$ cat config.mk
export PLATFORM = sky130hd
export DESIGN_NAME = wb_arbiter
export DESIGN_NICKNAME = d
export VERILOG_FILES = /design/src/rtl/wb_arbiter.sv
export SDC_FILE = /design/constraint.sdc
export NUM_CORES = 1
export LEC_CHECK = 0
export CAP_MARGIN = 20
export CORE_MARGIN = 1
export CORE_UTILIZATION = 30
export CTS_BUF_LIST = sky130_fd_sc_hd__clkbuf_8
export DETAILED_ROUTE_END_ITERATION = 8
export GPL_ROUTABILITY_DRIVEN = 0
export PLACE_DENSITY_LB_ADDON = 0.12
export REMOVE_ABC_BUFFERS = 1
export SLEW_MARGIN = 20
export SYNTH_ARGS = -nofsm -noshare
export SYNTH_HDL_FRONTEND = slang
export SYNTH_SLANG_ARGS = --single-unit
$ cat constraint.sdc
create_clock -name clk_in -period 8.5 [get_ports clk_in]
set_input_delay 1.7 -clock clk_in [delete_from_list [all_inputs] [get_ports clk_in]]
set_output_delay 1.7 -clock clk_in [all_outputs]
set_load 0.01 [all_outputs]
$ cat src/rtl/wb_arbiter.sv
// wb_arbiter: merges single-cycle ALU results and variable-latency load
// results onto the single register-file write port. Loads that lose
// arbitration wait in a small in-order buffer. A busy mask tracks the
// destinations of outstanding loads so decode can stall on RAW hazards.
//
// Load-result handshake: a result transfers on a rising edge where
// ld_valid_in && ld_ready_out. ld_ready_out is derived only from the
// registered buffer count, so a full buffer never accepts, even when it
// drains in the same cycle.
module wb_arbiter #(
    parameter int XLEN     = 64,
    parameter int LQ_DEPTH = 2
) (
    input  logic                            clk_in,
    input  logic                            rst_in,
    input  logic                            alu_valid_in,
    input  logic [4:0]                      alu_rd_in,
    input  logic [XLEN-1:0]                 alu_data_in,
    input  logic                            ld_issue_in,
    input  logic [4:0]                      ld_issue_rd_in,
    input  logic                            ld_valid_in,
    output logic                            ld_ready_out,
    input  logic [4:0]                      ld_rd_in,
    input  logic [XLEN-1:0]                 ld_data_in,
    input  logic [4:0]                      rs1_in,
    input  logic [4:0]                      rs2_in,
    output logic                            rs1_busy_out,
    output logic                            rs2_busy_out,
    output logic                            write_en_out,
    output logic [4:0]                      write_reg_num_out,
    output logic [XLEN-1:0]                 reg_write_out,
    output logic [$clog2(LQ_DEPTH+1)-1:0]   lq_count_out
);

    localparam int CNT_W = $clog2(LQ_DEPTH + 1);
    localparam int PTR_W = (LQ_DEPTH > 1) ? $clog2(LQ_DEPTH) : 1;
    localparam logic [CNT_W-1:0] FULL_CNT = CNT_W'(LQ_DEPTH);
    localparam logic [PTR_W-1:0] LAST_PTR = PTR_W'(LQ_DEPTH - 1);

    logic [4:0]      q_rd   [LQ_DEPTH];
    logic [XLEN-1:0] q_data [LQ_DEPTH];
    logic [PTR_W-1:0] head;
    logic [PTR_W-1:0] tail;
    logic [CNT_W-1:0] count;

    logic [31:0] busy;
    logic [31:0] busy_next;
    // Marks that the write currently on the port came from the load path,
    // so its destination's busy bit retires with the register-file write.
    logic        from_load;

    logic alu_win;
    logic ld_accept;
    logic ld_keep;
    logic drain;
    logic bypass;
    logic enq;

    function automatic logic [PTR_W-1:0] ptr_inc(input logic [PTR_W-1:0] p);
        return (p == LAST_PTR) ? '0 : p + 1'b1;
    endfunction

    // Arbitration: non-x0 ALU first, then buffer head, then same-cycle load.
    always_comb begin
        ld_ready_out = !rst_in && (count < FULL_CNT);
        alu_win      = alu_valid_in && (alu_rd_in != 5'd0);
        ld_accept    = ld_valid_in && ld_ready_out;
        ld_keep      = ld_accept && (ld_rd_in != 5'd0);
        drain        = !alu_win && (count != '0);
        bypass       = !alu_win && (count == '0) && ld_keep;
        enq          = ld_keep && !bypass;
    end

    // Registered write port; address and data hold when nothing is written.
    always_ff @(posedge clk_in) begin
        if (rst_in) begin
            write_en_out      <= 1'b0;
            write_reg_num_out <= 5'd0;
            reg_write_out     <= '0;
            from_load         <= 1'b0;
        end else if (alu_win) begin
            write_en_out      <= 1'b1;
            write_reg_num_out <= alu_rd_in;
            reg_write_out     <= alu_data_in;
            from_load         <= 1'b0;
        end else if (drain) begin
            write_en_out      <= 1'b1;
            write_reg_num_out <= q_rd[head];
            reg_write_out     <= q_data[head];
            from_load         <= 1'b1;
        end else if (bypass) begin
            write_en_out      <= 1'b1;
            write_reg_num_out <= ld_rd_in;
            reg_write_out     <= ld_data_in;
            from_load         <= 1'b1;
        end else begin
            write_en_out      <= 1'b0;
            from_load         <= 1'b0;
        end
    end

    // Buffer storage; contents are meaningless outside head..tail so no reset.
    always_ff @(posedge clk_in) begin
        if (enq) begin
            q_rd[tail]   <= ld_rd_in;
            q_data[tail] <= ld_data_in;
        end
    end

    // Buffer pointers and occupancy; reset discards in-flight entries.
    always_ff @(posedge clk_in) begin
        if (rst_in) begin
            head  <= '0;
            tail  <= '0;
            count <= '0;
        end else begin
            if (enq)   tail <= ptr_inc(tail);
            if (drain) head <= ptr_inc(head);
            if (enq && !drain)      count <= count + 1'b1;
            else if (!enq && drain) count <= count - 1'b1;
        end
    end

    // Scoreboard next state: retire on load write-back, set on issue (set wins).
    always_comb begin
        busy_next = busy;
        if (write_en_out && from_load) busy_next[write_reg_num_out] = 1'b0;
        if (ld_issue_in)               busy_next[ld_issue_rd_in]    = 1'b1;
        busy_next[0] = 1'b0;
    end

    // Scoreboard register.
    always_ff @(posedge clk_in) begin
        if (rst_in) busy <= '0;
        else        busy <= busy_next;
    end

    assign rs1_busy_out = busy[rs1_in];
    assign rs2_busy_out = busy[rs2_in];
    assign lq_count_out = count;

endmodule

-- Word level (Yosys, flattened, before mapping)
Memories as Yosys holds them, arrays and structs flattened. A register that Yosys moved wholly into a read port is not among the register bits.
Index checks and enable logic that the tools add are counted.
Widths: inputs -> output; s select.
- register bits after elaboration: 107
- RAM bits: 138
- output and inout port bits: 75
- word-level logic and storage cells: 79
- memories: 2
- add/sub/neg operators: 4
- order comparisons: 7
- mux-type cells: 29
- bitwise gates (word level): 3
- reduce and logical (&&, ||, !) cells: 25
- memory list (name ; words ; width ; rd ports ; clocked after Yosys merged registers in ; write ports ; RTL line ; text):
    q_data ; 2 ; 64 ; 1 ; 1 ; 1 ; 41 ; logic [XLEN-1:0] q_data [LQ_DEPTH];
    q_rd ; 2 ; 5 ; 1 ; 1 ; 1 ; 40 ; logic [4:0] q_rd [LQ_DEPTH];
- operators by type and width (kind ; count):
    $mux 64 ; 3
    $mux 32 ; 2
    $and 32x32->32 ; 1
    $not 32->32 ; 1
    $or 32x32->32 ; 1
    $lt 5x6->1 const B ; 4
    $mux 1 ; 15
    $mux 5 ; 3
    $logic_and 1x1->1 ; 13
    $bmux 1 s5 ; 2
    $demux 1 s5 ; 2
    $ge 5x1->1 const B ; 2
    $reduce_bool 5->1 ; 2
    $logic_not 1->1 ; 5
    $mux 2 ; 2
    $reduce_bool 2->1 ; 2
    $reduce_bool 3->1 ; 1
    $add 1x1->1 const B ; 2
    $add 2x1->2 const B ; 1
    $logic_not 2->1 ; 1
    $lt 2x2->1 const B ; 1
    $reduce_or 2->1 ; 1
    $sub 2x1->2 const B ; 1

-- Logic depth before layout (Yosys ltp)
- word-level depth: 11
- gate-level depth with buffers: 9
- gate-level depth less buffers: 7

-- Worst setup path before layout
OpenSTA, ideal clock, no wires.
- path type: in2reg
- from: in rst_in
- to: mem q_data[1][0], enable pin
- setup time: 0.435 ns
- data arrival time: 4.369 ns
- data required time: 8.065 ns
- path slack: 3.696 ns
- stages on the path: 6
- path buffers: 3
- cell sequence: buf_2 > nor3b_2 > o21a_1 > buf_2 > buf_2 > and3_1
- longest elaborated chain between the ends: 9
- ends and longest elaborated chain (item ; RTL line ; text):
    from (decl) ; 15 ; input logic rst_in,
    $logic_not 1->1 (*) ; 65 ; ld_ready_out = !rst_in && (count < FULL_CNT);
    $logic_and 1x1->1 (*) ; 65 ;
    $logic_and 1x1->1 (*) ; 67 ; ld_accept = ld_valid_in && ld_ready_out;
    $logic_and 1x1->1 (*) ; 68 ; ld_keep = ld_accept && (ld_rd_in != 5'd0);
    $logic_and 1x1->1 ; 70 ; bypass = !alu_win && (count == '0) && ld_keep;
    $logic_not 1->1 ; 71 ; enq = ld_keep && !bypass;
    $logic_and 1x1->1 (*) ; 71 ;
    $mux 1 (*) ; 104 ; if (enq) begin
    $mux 1 (implied by the code) (*) ; 106 ; q_data[tail] <= ld_data_in;
    to (decl) ; 41 ;
Mark *: on every way between the ends. The rest lies on a longest branch, timed or not.

-- Worst setup path in the final report
- from: in rs1_in[0]
- to: out rs1_busy_out
- longest elaborated chain between the ends: 2
- ends and longest elaborated chain (item ; RTL line ; text):
    from (decl) ; 25 ; input logic [4:0] rs1_in,
    $bmux 1 s5 ; 138 ; assign rs1_busy_out = busy[rs1_in];
    $mux 1 (implied by the code) ; 138 ;
    to (decl) ; 27 ; output logic rs1_busy_out,
Every way passes these cells. The select of a mux whose other input is x is not followed.

==> flow_summary.toml <==
[drt]
wl_per_cell_um = 19.8
drt_pre_antenna_iters = 5
drt_iter0_markers = 484
drc = 0
dr_total_vias = 8740
postRouteWirelength_um = 33300
drtAntennaViolNets = 0
viasPerCell = 5.18

[setup_path]
cp-end-kind = "output pin"
critical_path_required_ps = 6800
ff2ff_setup_slack_ps = 5470
path_max_fanout = 7
arrival_ps = 3820
worstSetupStartpointType = "input pin"
setup.worst_path.class = "in -> out"

[timing]
rsz0062_at_grt = "false"
skew_ps = 33.1
setup_ws_ps = 2980
hold-worst-slack_ps = 491
slew_headroom_pct = 25.7
hold_violations = 0
worst_slew_pin_slew_ps = 1120
layout_min_cycle_time_ps = 5520
finalSetupViolations = 0
fin_crit_sh_pct = 64.9
slew_violations = 0
fin_setup_tns_ps = 0
fmax_mhz = 181

[yosys]
synth_edf_count = 138
synth_area_leader_cell = "edfxtp_1"
yosysTopAreaCellShare_pct = 38.3
yosys-top-cells-area = "edfxtp_1 (38%), dfxtp_1 (20%), mux2i_1 (6.9%)"
synth_compound_area_share_pct = 14.2
ys_types = 47
synthAdderAreaFrac_pct = 0.116
synth_common_cells = "nand2_1 (164), edfxtp_1 (138), dfxtp_1 (107), mux2i_1 (75), nor3_1 (72)"
synth-seq-cells = 245
postSynthAreaPerCell_sq_um = 11.0
synthMuxAreaShare_pct = 9.45
synth_most_common_cell = "nand2_1"
synth-xor-area-share_pct = 0.162
ys_seq_area_share_pct = 58.2
syn-cell-area_sq_um = 10800
synthCells = 983
yosysWarnings = 0
ys.flop_type = "edfxtp_1"
synthSimpleGateAreaFrac_pct = 14.4
async_flop_share_pct = 0
synth_top_family_by_area = "simple AND/OR/NAND/NOR gates"

[global_route]
grt_antenna_before_repair = 4
grt_pass1_vias = 8914
gr-total-overflow = 0
grt_pass1_wl_um = 51400
grt_usage_pct = 18.1
grt_max_degree = 98

[cells_and_area]
nNetsFinal = 1349
fin_util_pct = 40.3
n_fill_cell = 3528
area_growth_pct = 32.2
drive_above_1_share_pct = 8.16
register_area_sq_um = 6290
multi_input_area_sq_um = 4170
diodes = 0

[cts]
cts_num_sinks = 245
cts_setup_buffers = 0
htreeDepth = 2
cts_inserted_buffers = 46
clockBufferDepth = 3
cts_hold_buf = 0
path_clk_slew_ps = 60
cts.repair.resized = 0
insertion_delay_ps = 570
root_buffer = "clkbuf_8"
tritoncts = "done"

[floorplan]
rows = 69
pin_count = 233
design.core.area_sq_um = 35500
die_y_um = 192
initial_core_util_pct = 30.5
die_area_sq_um = 36800
fp.dieW_um = 192

[job]
max_cap_violations = 0

[run_status]
status = "completed"

[power_and_ir_drop]
comb_power_share_pct = 34.1
powerDensity_nw_per_um2 = 274
power.switching_w = 0.00139
vdd_drop_max_mv = 0.125
pwr-share-clk_pct = 26.4
seq_power_share_pct = 39.5
leakage_nw = 4.72
power.internal_w = 0.00253
swShare_pct = 35.4

[placed_design]
place_ws_ps = 2960
portBuffers = 232
place_hpwl_um = 20400

[min_path]
holdCritPathClass = "reg -> reg"
==> state kept, by name, summed over array words and instances, names as in the netlist, named ones only <==
| name | cells |
|---|---|
| q_data | 128 |
| reg_write_out | 64 |
| busy | 31 |
| q_rd | 10 |
| write_reg_num_out | 5 |
| lq_count_out | 2 |
| from_load | 1 |
| head | 1 |
| tail | 1 |
| write_en_out | 1 |
==> placed cells by master (no fill, tap or decap), types with 3 or more instances in the layout <==
cell type and count:
clkdlybuf4s50_1 231, nand2_1 164, edfxtp_1 138, dfxtp_1 106, mux2i_1 75, nor3_1 72
a311oi_1 67, nand3_1 53, clkbuf_8 49, a21oi_1 42, o211ai_1 42, o21ai_0 40
inv_1 26, mux2_2 12, nor2_1 11, buf_4 11, mux4_2 6, o21ai_1 6
or3_1 5, a211oi_1 5, clkinv_1 5, clkinv_2 4, nand2b_1 4, nor2b_1 4
a22oi_1 4, nand4_1 3, and3b_1 3, nand3b_1 3, nor3b_1 3
==> final timing paths <==
kind	from	to	cells past startpoint
setup / recovery	rs1_in[0]	rs1_busy_out	6
hold / removal	tail$_SDFFE_PP0N_	tail$_SDFFE_PP0N_	2
setup reg to reg	lq_count_out[1]$_SDFFE_PP0P_	q_data[0][26]$_DFFE_PP_	5
hold reg to reg	tail$_SDFFE_PP0N_	tail$_SDFFE_PP0N_	2
==> layer usage <==
metal | vias up | track usage [%] | wire, um
li1 | 4168 | - | -
met1 | 4256 | 23.7 | 14900
met2 | 256 | 29.0 | 15400
met3 | 54 | 5.13 | 2390
met4 | 6 | 4.91 | 562
met5 | - | 0 | 33
==> per-stage QoR <==
step / area, sq um / instances / power, W
after floorplan: 10400 / 899 / 0.00230
after global placement: 13400 / 1602 / 0.00292
after detailed placement: 13400 / 1602 / 0.00292
after CTS: 14300 / 1685 / 0.00398
after global routing: 14300 / 1686 / 0.00415
final: 14300 / 1686 / 0.00392
==> area by class of cell <==
class | count | share of cell area (%)
flip-flops and latches | 245 | 44.0
multi-input cells | 651 | 29.2
repair buffers | 243 | 16.9
clock buffers | 49 | 4.72
well taps | 461 | 4.04
clock inverters | 34 | 1.03
inverters | 3 | 0.0876
==> power groups by stage <==
stage / combinational, W / sequential, W / clock, W
global placement: 0.00135 / 0.00157 / 0
CTS: 0.00136 / 0.00155 / 0.00107
floorplan: 0.000676 / 0.00162 / 0
global route: 0.00147 / 0.00156 / 0.00112
finish: 0.00134 / 0.00155 / 0.00103
detailed placement: 0.00135 / 0.00157 / 0
==> critical path: stages <==
cell             delay [ps]
clkdlybuf4s50_1         660
mux4_2                  540
nand2b_1                150
o211ai_1                120
nand4_1                 140
clkdlybuf4s50_1         500
==> cell families (layout without fill, tap and decap cells) <==
family	count (synthesis)	after routing
and+or+nand+nor	338	338
DFF	245	245
AOI/OAI and AO/OA	217	217
muxes	93	93
buffers and inverters	87	329
xor gates and xnor gates	2	2
adders and majority gates	1	1
Power figures use the tool's default switching activity.
